## src/rtl/pipe_ctrl_pkg.sv

```systemverilog
// Shared types and constants for the pipeline hazard controller.
// Holds the memory-wait FSM encoding, the control bundle and small decode helpers.
package pipe_ctrl_pkg;

  typedef enum logic {
    IDLE     = 1'b0,
    MEM_WAIT = 1'b1
  } mem_state_t;

  localparam logic [4:0] REG_ZERO = 5'd0;

  localparam int MD_LAT_DEFAULT = 32;
  localparam int CNT_W_DEFAULT  = 6;
  localparam int PERF_W_DEFAULT = 16;

  // One bit per pipeline control line, in the order they leave the top.
  typedef struct packed {
    logic pc_write;
    logic ifid_stall;
    logic ifid_flush;
    logic idex_stall;
    logic idex_flush;
    logic exmem_stall;
  } ctrl_t;

  // Register 0 is hard-wired, so a load targeting it never creates a hazard.
  function automatic logic reg_match(input logic [4:0] dst, input logic [4:0] src);
    return (dst != REG_ZERO) && (dst == src);
  endfunction

endpackage

```

## src/rtl/pipe_hazard_ctrl_md.sv

```systemverilog
// Mul/div occupancy tracker: countdown from MD_LAT-1, busy flag and a
// single-cycle done pulse when the unit frees up.
module md_occupancy_cnt
  import pipe_ctrl_pkg::*;
#(
  parameter int MD_LAT = MD_LAT_DEFAULT,
  parameter int CNT_W  = CNT_W_DEFAULT
) (
  input  logic clk,
  input  logic rst,
  input  logic md_start,
  output logic md_busy,
  output logic md_done
);

  localparam logic [CNT_W-1:0] RELOAD = CNT_W'(MD_LAT - 1);

  logic [CNT_W-1:0] md_cnt_reg;
  logic [CNT_W-1:0] md_cnt_next;
  logic             md_busy_reg;
  logic             md_busy_next;
  logic             md_done_reg;
  logic             md_done_next;

  // A start while busy is dropped; the running operation is never reloaded.
  always_comb begin
    md_cnt_next  = md_cnt_reg;
    md_busy_next = md_busy_reg;
    md_done_next = 1'b0;
    if (md_busy_reg) begin
      if (md_cnt_reg == '0) begin
        md_busy_next = 1'b0;
        md_done_next = 1'b1;
      end else begin
        md_cnt_next = md_cnt_reg - 1'b1;
      end
    end else if (md_start) begin
      md_cnt_next  = RELOAD;
      md_busy_next = 1'b1;
    end
  end

  always_ff @(posedge clk or negedge rst) begin
    if (!rst) begin
      md_cnt_reg  <= '0;
      md_busy_reg <= 1'b0;
      md_done_reg <= 1'b0;
    end else begin
      md_cnt_reg  <= md_cnt_next;
      md_busy_reg <= md_busy_next;
      md_done_reg <= md_done_next;
    end
  end

  assign md_busy = md_busy_reg;
  assign md_done = md_done_reg;

endmodule

```

## src/rtl/pipe_hazard_ctrl.sv

```systemverilog
// Stall/flush sequencer for the 5-stage pipeline: prioritised same-cycle
// hazard decode, data-memory wait tracking, mul/div occupancy and stall counter.
module pipe_hazard_ctrl
  import pipe_ctrl_pkg::*;
#(
  parameter int MD_LAT = MD_LAT_DEFAULT,
  parameter int CNT_W  = CNT_W_DEFAULT,
  parameter int PERF_W = PERF_W_DEFAULT
) (
  input  logic              clk,
  input  logic              rst,
  input  logic [4:0]        id_rs,
  input  logic [4:0]        id_rt,
  input  logic              id_uses_rt,
  input  logic              id_jump,
  input  logic              id_md_use,
  input  logic              ex_memread,
  input  logic [4:0]        ex_rt,
  input  logic              ex_branch_taken,
  input  logic              ex_md_start,
  input  logic              dmem_req,
  input  logic              dmem_ready,
  input  logic              imem_ready,
  output logic              pc_write,
  output logic              ifid_stall,
  output logic              ifid_flush,
  output logic              idex_stall,
  output logic              idex_flush,
  output logic              exmem_stall,
  output logic              md_busy,
  output logic              md_done,
  output logic [PERF_W-1:0] stall_cycles
);

  mem_state_t        state_reg;
  mem_state_t        state_next;
  ctrl_t             ctrl;
  logic              freeze;
  logic              md_hazard;
  logic              load_use;
  logic [PERF_W-1:0] stall_cycles_reg;
  logic [PERF_W-1:0] stall_cycles_next;

  assign freeze    = dmem_req & ~dmem_ready;
  assign md_hazard = md_busy & id_md_use;
  assign load_use  = ex_memread &
                     (reg_match(ex_rt, id_rs) | (id_uses_rt & reg_match(ex_rt, id_rt)));

  // The unit keeps counting through a freeze, but a new issue is only taken
  // when EX is actually advancing.
  md_occupancy_cnt #(
    .MD_LAT (MD_LAT),
    .CNT_W  (CNT_W)
  ) u_md (
    .clk      (clk),
    .rst      (rst),
    .md_start (ex_md_start & ~freeze),
    .md_busy  (md_busy),
    .md_done  (md_done)
  );

  always_comb begin
    state_next = state_reg;
    case (state_reg)
      IDLE:     if (freeze) state_next = MEM_WAIT;
      MEM_WAIT: if (dmem_ready) state_next = IDLE;
      default:  state_next = IDLE;
    endcase
  end

  always_ff @(posedge clk or negedge rst) begin
    if (!rst) begin
      state_reg <= IDLE;
    end else begin
      state_reg <= state_next;
    end
  end

  // First match wins. A freeze holds EX, so a pending branch is simply
  // re-presented once memory completes; a branch discards the ID instruction.
  always_comb begin
    ctrl          = '0;
    ctrl.pc_write = 1'b1;
    if (!rst) begin
      ctrl = '0;
    end else if (freeze) begin
      ctrl.pc_write    = 1'b0;
      ctrl.ifid_stall  = 1'b1;
      ctrl.idex_stall  = 1'b1;
      ctrl.exmem_stall = 1'b1;
    end else if (ex_branch_taken) begin
      ctrl.ifid_flush = 1'b1;
      ctrl.idex_flush = 1'b1;
    end else if (md_hazard || load_use) begin
      ctrl.pc_write   = 1'b0;
      ctrl.ifid_stall = 1'b1;
      ctrl.idex_flush = 1'b1;
    end else if (id_jump) begin
      ctrl.ifid_flush = 1'b1;
    end else if (!imem_ready) begin
      ctrl.pc_write   = 1'b0;
      ctrl.ifid_flush = 1'b1;
    end
  end

  assign pc_write    = ctrl.pc_write;
  assign ifid_stall  = ctrl.ifid_stall;
  assign ifid_flush  = ctrl.ifid_flush;
  assign idex_stall  = ctrl.idex_stall;
  assign idex_flush  = ctrl.idex_flush;
  assign exmem_stall = ctrl.exmem_stall;

  always_comb begin
    stall_cycles_next = stall_cycles_reg;
    if (!ctrl.pc_write && (stall_cycles_reg != '1)) begin
      stall_cycles_next = stall_cycles_reg + 1'b1;
    end
  end

  always_ff @(posedge clk or negedge rst) begin
    if (!rst) begin
      stall_cycles_reg <= '0;
    end else begin
      stall_cycles_reg <= stall_cycles_next;
    end
  end

  assign stall_cycles = stall_cycles_reg;

endmodule

```

## config.mk

```make
export PLATFORM = sky130hd
export DESIGN_NAME = pipe_hazard_ctrl
export DESIGN_NICKNAME = d
export VERILOG_FILES = /design/src/rtl/pipe_ctrl_pkg.sv /design/src/rtl/pipe_hazard_ctrl_md.sv /design/src/rtl/pipe_hazard_ctrl.sv
export SDC_FILE = /design/constraint.sdc
export NUM_CORES = 1
export LEC_CHECK = 0
export ABC_CLOCK_PERIOD_IN_PS = 2400
export CAP_MARGIN = 10
export CORE_ASPECT_RATIO = 2
export CORE_UTILIZATION = 44
export CTS_CLUSTER_DIAMETER = 200
export DETAILED_ROUTE_END_ITERATION = 10
export MAX_ROUTING_LAYER = met4
export PLACE_DENSITY = 0.8
export SYNTH_ARGS = -nofsm -noshare
export SYNTH_HDL_FRONTEND = slang
export SYNTH_SLANG_ARGS = --single-unit
```

## constraint.sdc

```tcl
create_clock -name clk -period 2.4 [get_ports clk]
set_input_delay 0.48 -clock clk [delete_from_list [all_inputs] [get_ports clk]]
set_output_delay 0.48 -clock clk [all_outputs]
set_load 0.1 [all_outputs]
```

==> impl_metrics.tcl, run 1 <==
set metrics [dict create \
    routed_via_density 5.46 \
    hold_start "stall_cycles[6]" \
    pin_count 50 \
    crit_arrival_ns 1.94 \
    min_path_type "reg -> reg" \
    dp_hpwl_um 2820 \
    diodes 0 \
    tightest_slew_ns 0.279 \
    post_dp_cell_area_um2 2000 \
    dr.pass1.iters 4 \
    syn-cell-area_um2 1350 \
    p_sw_mw 1.02 \
    finalWirelength_um 3510 \
    wl_per_cell_um 15.1 \
    p_leak_nw 0.958 \
    grt_overflow_total 0 \
    grt_pass1_wl_um 5490 \
    via_count 1266 \
    postCtsHoldBufs 0 \
    power_mw 2.04 \
    netlist_instances 138 \
    internal_power_mw 1.03 \
    rsz0062_at_grt "true" \
    drive_gt1_frac 0.327 \
    slew_violations 0 \
    rr_worst_depth 6 \
    r2r-start "stall_cycles[4]" \
    slew-limit-headroom 0.812 \
    synthArstFlopShare 1.00 \
    synth-main-ff-cell "dfrtp_1" \
    final_util 0.711 \
    h-tree-depth 1 \
    clockPowerShare 0.133 \
    swShare 0.497 \
    cts-root-buf "clkbuf_8" \
    io_buffers 49 \
    fin_nets 231 \
    period_minus_slack_ns 2.42 \
    whs_ns 0.506 \
    clock.fmax_mhz 413 \
    maxCapViolations 0 \
    postSynthAreaPerCell_um2 9.78 \
    r2r-end "stall_cycles[1]" \
    layout_setup_ws_ns -0.0220 \
    combPwrFrac 0.546 \
    yosysSeqAreaShare 0.445 \
    finalClockSkew_ns 0.00479 \
    crit_fanout 2 \
    grt_usage 0.249 \
    dieWidth_um 41.2 \
    dieArea_um2 3310 \
    clk_latency_ns 0.27 \
    syn_to_final_growth_pct 55.0 \
    synthesis.nets 166 \
    numCtsBuffers 3 \
    antenna_found_initial 0 \
    violations "setup timing" \
    initial_utilization 0.459 \
    cts_tree "built" \
    power_frac_seq 0.322 \
    hold_end "stall_cycles[6]" \
    regToRegSetupSlack_ns 0.51 \
    status "complete, but fails checks" \
    drtIter0Drc 26 \
    rows 28 \
    synth.distinct_cells 33 \
    core_area_um2 2940 \
    largest_reg_flops 16 \
    min_path_cells 1 \
    finalHoldViolCount 0 \
    post-route-cell-area_um2 2090 \
    postRouteAntennaNets 0 \
    pre_cts_ws_ns -0.429 \
    setup_violations 2 \
    synth_seq_cells 24 \
    die_y_um 80.3 \
    gp_congestion 0.806 \
    start_kind "primary input" \
    worstSetupPathType "in -> out" \
    grt_max_degree 21 \
    fin_crit_sh 1.01 \
    ir_drop_uv 1340 \
    synth_warnings 0 \
    clk_path_buf_depth 2 \
    route.detailed.drc 0 \
    worst_setup_path_end_kind "output port" \
    grt_pass1_vias 1279 \
    synth_edf_count 0 \
    p_per_area_nw_per_um2 977 \
    cts.sinks 24 \
    fillCellCount 234 \
    clkTransAtPathRegs_ns 0.08 \
    worstPathRequired_ns 1.92 \
]
## metrics by stage
step                      instances  TNS (ns)
after detailed placement        226     -1.75
after global routing            232    -0.116
after floorplan                 138    -0.241
after CTS                       232    -0.105
after global placement          226     -1.28
final                           232   -0.0248
## layout make-up
cell class,count,area [µm²],area share
Timing Repair Buffer,63,586,0.280
Clock buffer,4,55.1,0.0263
Sequential cell,24,606,0.289
Inverter,6,22.5,0.0108
Tap cell,30,37.5,0.0179
Multi-Input combinational cell,105,786,0.376
## worst max-delay path, stage by stage
cell	delay (ns)
buf_6	0.09
or4_4	0.51
o21a_1	0.20
a21boi_2	0.15
buf_4	0.14
o21a_1	0.15
nor2_4	0.05
buf_12	0.16
## repair_timing
item,4_1_cts,5_1_grt
gates cloned,0,0
buffers inserted,2,0
resized for setup,31,10
endpoints found under the setup margin,4,4
pin swaps,18,12
## cell usage after synthesis (2+ instances only)
cell / instances / area [µm²]
o21a_1: 2 / 15.0
dfrtp_1: 24 / 601
a21oi_1: 3 / 15.0
nand3_1: 12 / 60.1
nand2_1: 13 / 48.8
a31oi_1: 2 / 12.5
xor2_1: 2 / 17.5
and2_1: 2 / 12.5
xnor2_1: 27 / 236
nand4_1: 8 / 50.1
and3_1: 8 / 50.1
ha_1: 2 / 25.0
inv_1: 6 / 22.5
nor2_1: 8 / 30.0
## power by group through the flow
stage	combinational, mW	sequential (mW)	clock (mW)
6_report	1.12	0.657	0.271
5_1_grt	1.18	0.676	0.293
4_1_cts	1.12	0.657	0.279
3_5_place_dp	1.12	0.663	0
3_3_place_gp	1.09	0.654	0
2_1_floorplan	0.367	1.10	0
## layout by cell type (no fill, tap or decap), drive strengths merged, types with 3 or more instances in the layout
cell / instances
buf: 42
xnor2: 27
dfrtp: 24
nand2: 13
nand3: 12
clkdlybuf4s50: 10
dlygate4sd2: 10
nand4: 8
and3: 8
nor2: 8
inv: 6
clkbuf: 5
a21oi: 3
## kinds of logic after synthesis
logic type      after synthesis  share of synthesized area
mux                           1                    0.00834
simple gates                 59                      0.235
compound gates               14                     0.0704
buf+inv                       9                     0.0343
xor+xnor                     29                      0.188
flops                        24                      0.445
fa+ha+maj                     2                     0.0185
## worst max-delay path by stage
stage	start	end	slack [ns]	cells after the start
final	ex_rt[1]	ifid_stall	-0.02	8
after global routing	id_rs[2]	ifid_stall	-0.07	9
after CTS	ex_rt[2]	ifid_stall	-0.07	8
after detailed placement	ex_rt[2]	ifid_flush	-0.43	7
after global placement	ex_rt[3]	ifid_stall	-0.37	10
after floorplan	ex_rt[1]	ifid_flush	-0.24	5
## metal layers
metal | global-route usage | routed length, µm | vias up
met5 | - | 0 | -
met4 | 0.0871 | 57 | 0
met3 | 0.0470 | 296 | 5
met2 | 0.458 | 2060 | 48
met1 | 0.230 | 1100 | 607
li1 | - | - | 606
Power figures use the tool's default switching activity.
==> run 2, diff against run 1 <==
Settings changed: ABC_CLOCK_PERIOD_IN_PS 2400 to 2900, CORE_UTILIZATION 44 to 45, MAX_ROUTING_LAYER met4 to default, PLACE_DENSITY 0.8 to 0.81.
Clock period 2.4 ns to 2.9 ns, I/O delays scaled along.
==> impl_metrics.tcl, run 2 (synthesized netlist as in run 1, its figures left out) <==
set metrics [dict create \
    gp_congestion 0.814 \
    largest_reg_flops 16 \
    clockPowerShare 0.134 \
    p_per_area_nw_per_um2 830 \
    fin_crit_sh 0.966 \
    period_minus_slack_ns 2.80 \
    slowest_delay_ns 0.52 \
    crit_path_cell_trace "dlygate4sd2_1 > or4_1 > o21a_1 > a21boi_1 > o21ai_1 > a21oi_2 > buf_12" \
    worstSetupStartpoint "ex_rt[2]" \
    regToRegSetupSlack_ns 0.96 \
    r2r-end "u_md.md_cnt_reg[4]" \
    power_mw 1.67 \
    dieArea_um2 3240 \
    finalWirelength_um 3440 \
    postRouteAntennaNets 0 \
    routed_via_density 5.62 \
    min_path_type "reg -> reg" \
    drive_gt1_frac 0.234 \
    io_buffers 49 \
    postCtsHoldBufs 0 \
    crit_arrival_ns 2.22 \
    drtIter0Drc 8 \
    die_y_um 79.5 \
    ir_drop_uv 1110 \
    worstSetupPathType "in -> out" \
    route.detailed.drc 0 \
    dp_hpwl_um 2790 \
    hold_end "stall_cycles[15]" \
    finalHoldViolCount 0 \
    clk_path_buf_depth 2 \
    clkTransAtPathRegs_ns 0.08 \
    status "complete, no violations" \
    swShare 0.500 \
    wl_per_cell_um 15.2 \
    fillCellCount 215 \
    syn_to_final_growth_pct 49.2 \
    grt_overflow_total 0 \
    core_area_um2 2800 \
    final_cell_mix "buf_4, xnor2_1, dfrtp_1, clkdlybuf4s50_1, nand2_1" \
    p_sw_mw 0.837 \
    p_leak_nw 0.916 \
    power_frac_seq 0.324 \
    h-tree-depth 1 \
    slew_violations 0 \
    clk_latency_ns 0.27 \
    dieWidth_um 40.7 \
    grt_pass1_vias 1307 \
    diodes 0 \
    rsz0062_at_grt "false" \
    clock.fmax_mhz 357 \
    grt_usage 0.236 \
    post_dp_cell_area_um2 1940 \
    grt_pass1_wl_um 5280 \
    pin_count 50 \
    cp_top_family "compound AO/OA/AOI/OAI gates" \
    fin_nets 226 \
    cts.sinks 24 \
    rows 27 \
    cts-root-buf "clkbuf_8" \
    via_count 1270 \
    rr_worst_depth 9 \
    worstPathRequired_ns 2.32 \
    slew-limit-headroom 0.734 \
    setup_violations 0 \
    grt_max_degree 17 \
    antenna_found_initial 0 \
    worst_setup_path_end_kind "output port" \
    internal_power_mw 0.836 \
    critical-path-slowest-cell "or4_1" \
    maxCapViolations 0 \
    layout_commonest_cell "buf_4" \
    post-route-cell-area_um2 2010 \
    path_depth 7 \
    cts_tree "built" \
    min_path_cells 1 \
    initial_utilization 0.481 \
    finalClockSkew_ns 0.00310 \
    tightest_slew_ns 0.397 \
    combPwrFrac 0.542 \
    crit_fanout 2 \
    start_kind "primary input" \
    dr.pass1.iters 4 \
    path_buf_inv 2 \
    numCtsBuffers 3 \
    r2r-start "u_md.md_cnt_reg[0]" \
    hold_start "stall_cycles[15]" \
]
-- run 2: cell types whose count changed in the layout (fill, tap and decap cells not counted), sizes merged --
cell           change
clkdlybuf4s50     +10
buf                -9
dlygate4sd2        -6
clkbuf             -1
dlymetal6s2s       +1
-- run 2: metrics by stage --
stage          hold WS (ns)  std cells  setup slack (ns)  TNS, ns  utilization
2_1_floorplan         0.284        138            -0.299   -0.299            -
3_5_place_dp          0.496        221            -0.169   -0.261        0.692
6_report              0.513        226            0.0973        0        0.718
3_3_place_gp          0.477        221            -0.145   -0.231        0.692
4_1_cts               0.516        226            0.0770        0        0.715
5_1_grt               0.519        226            0.0195        0        0.718
-- run 2: power by group through the flow --
stage	logic [mW]	registers, mW	clock network, mW
detailed placement	0.906	0.547	0
global route	0.954	0.557	0.248
floorplan	0.299	0.904	0
global placement	0.887	0.536	0
CTS	0.911	0.542	0.233
finish	0.906	0.542	0.225
-- run 2: area by class of cell --
| cell class | instances | area, µm² | share of cell area |
|---|---|---|---|
| clock buffers | 4 | 55.1 | 0.0273 |
| flip-flops and latches | 24 | 601 | 0.298 |
| repair buffers | 58 | 571 | 0.283 |
| multi-input cells | 105 | 729 | 0.362 |
| inverters | 6 | 22.5 | 0.0112 |
| well taps | 29 | 36.3 | 0.0180 |
-- run 2: worst max-delay path by stage --
stage | to | slack (ns)
global placement | ifid_flush | -0.14
CTS | ifid_stall | 0.08
global route | ifid_flush | 0.02
finish | ifid_flush | 0.1
detailed placement | ifid_flush | -0.17
floorplan | ifid_flush | -0.30
-- run 2: metal layers --
metal,up-vias,part of all wire,GRT usage
li1,601,-,-
met1,608,0.33,0.231
met2,57,0.58,0.441
met3,4,0.077,0.0390
met4,0,0.010,0.0867
met5,-,0,0
-- run 2: what timing repair did --
item | in CTS | in global routing
pin swaps | 4 | 0
buffers inserted | 1 | 0
endpoints found under the setup margin | 3 | 1
resized for setup | 7 | 2
-- run 2: worst reg2reg max path: stages, from the launching register on --
cell	delay, ns
dfrtp_1	0.40
inv_1	0.06
ha_1	0.22
nor4bb_1	0.15
nand2_1	0.12
inv_1	0.07
nor2_1	0.34
and4bb_2	0.29
xnor2_1	0.11
nand2_1	0.07
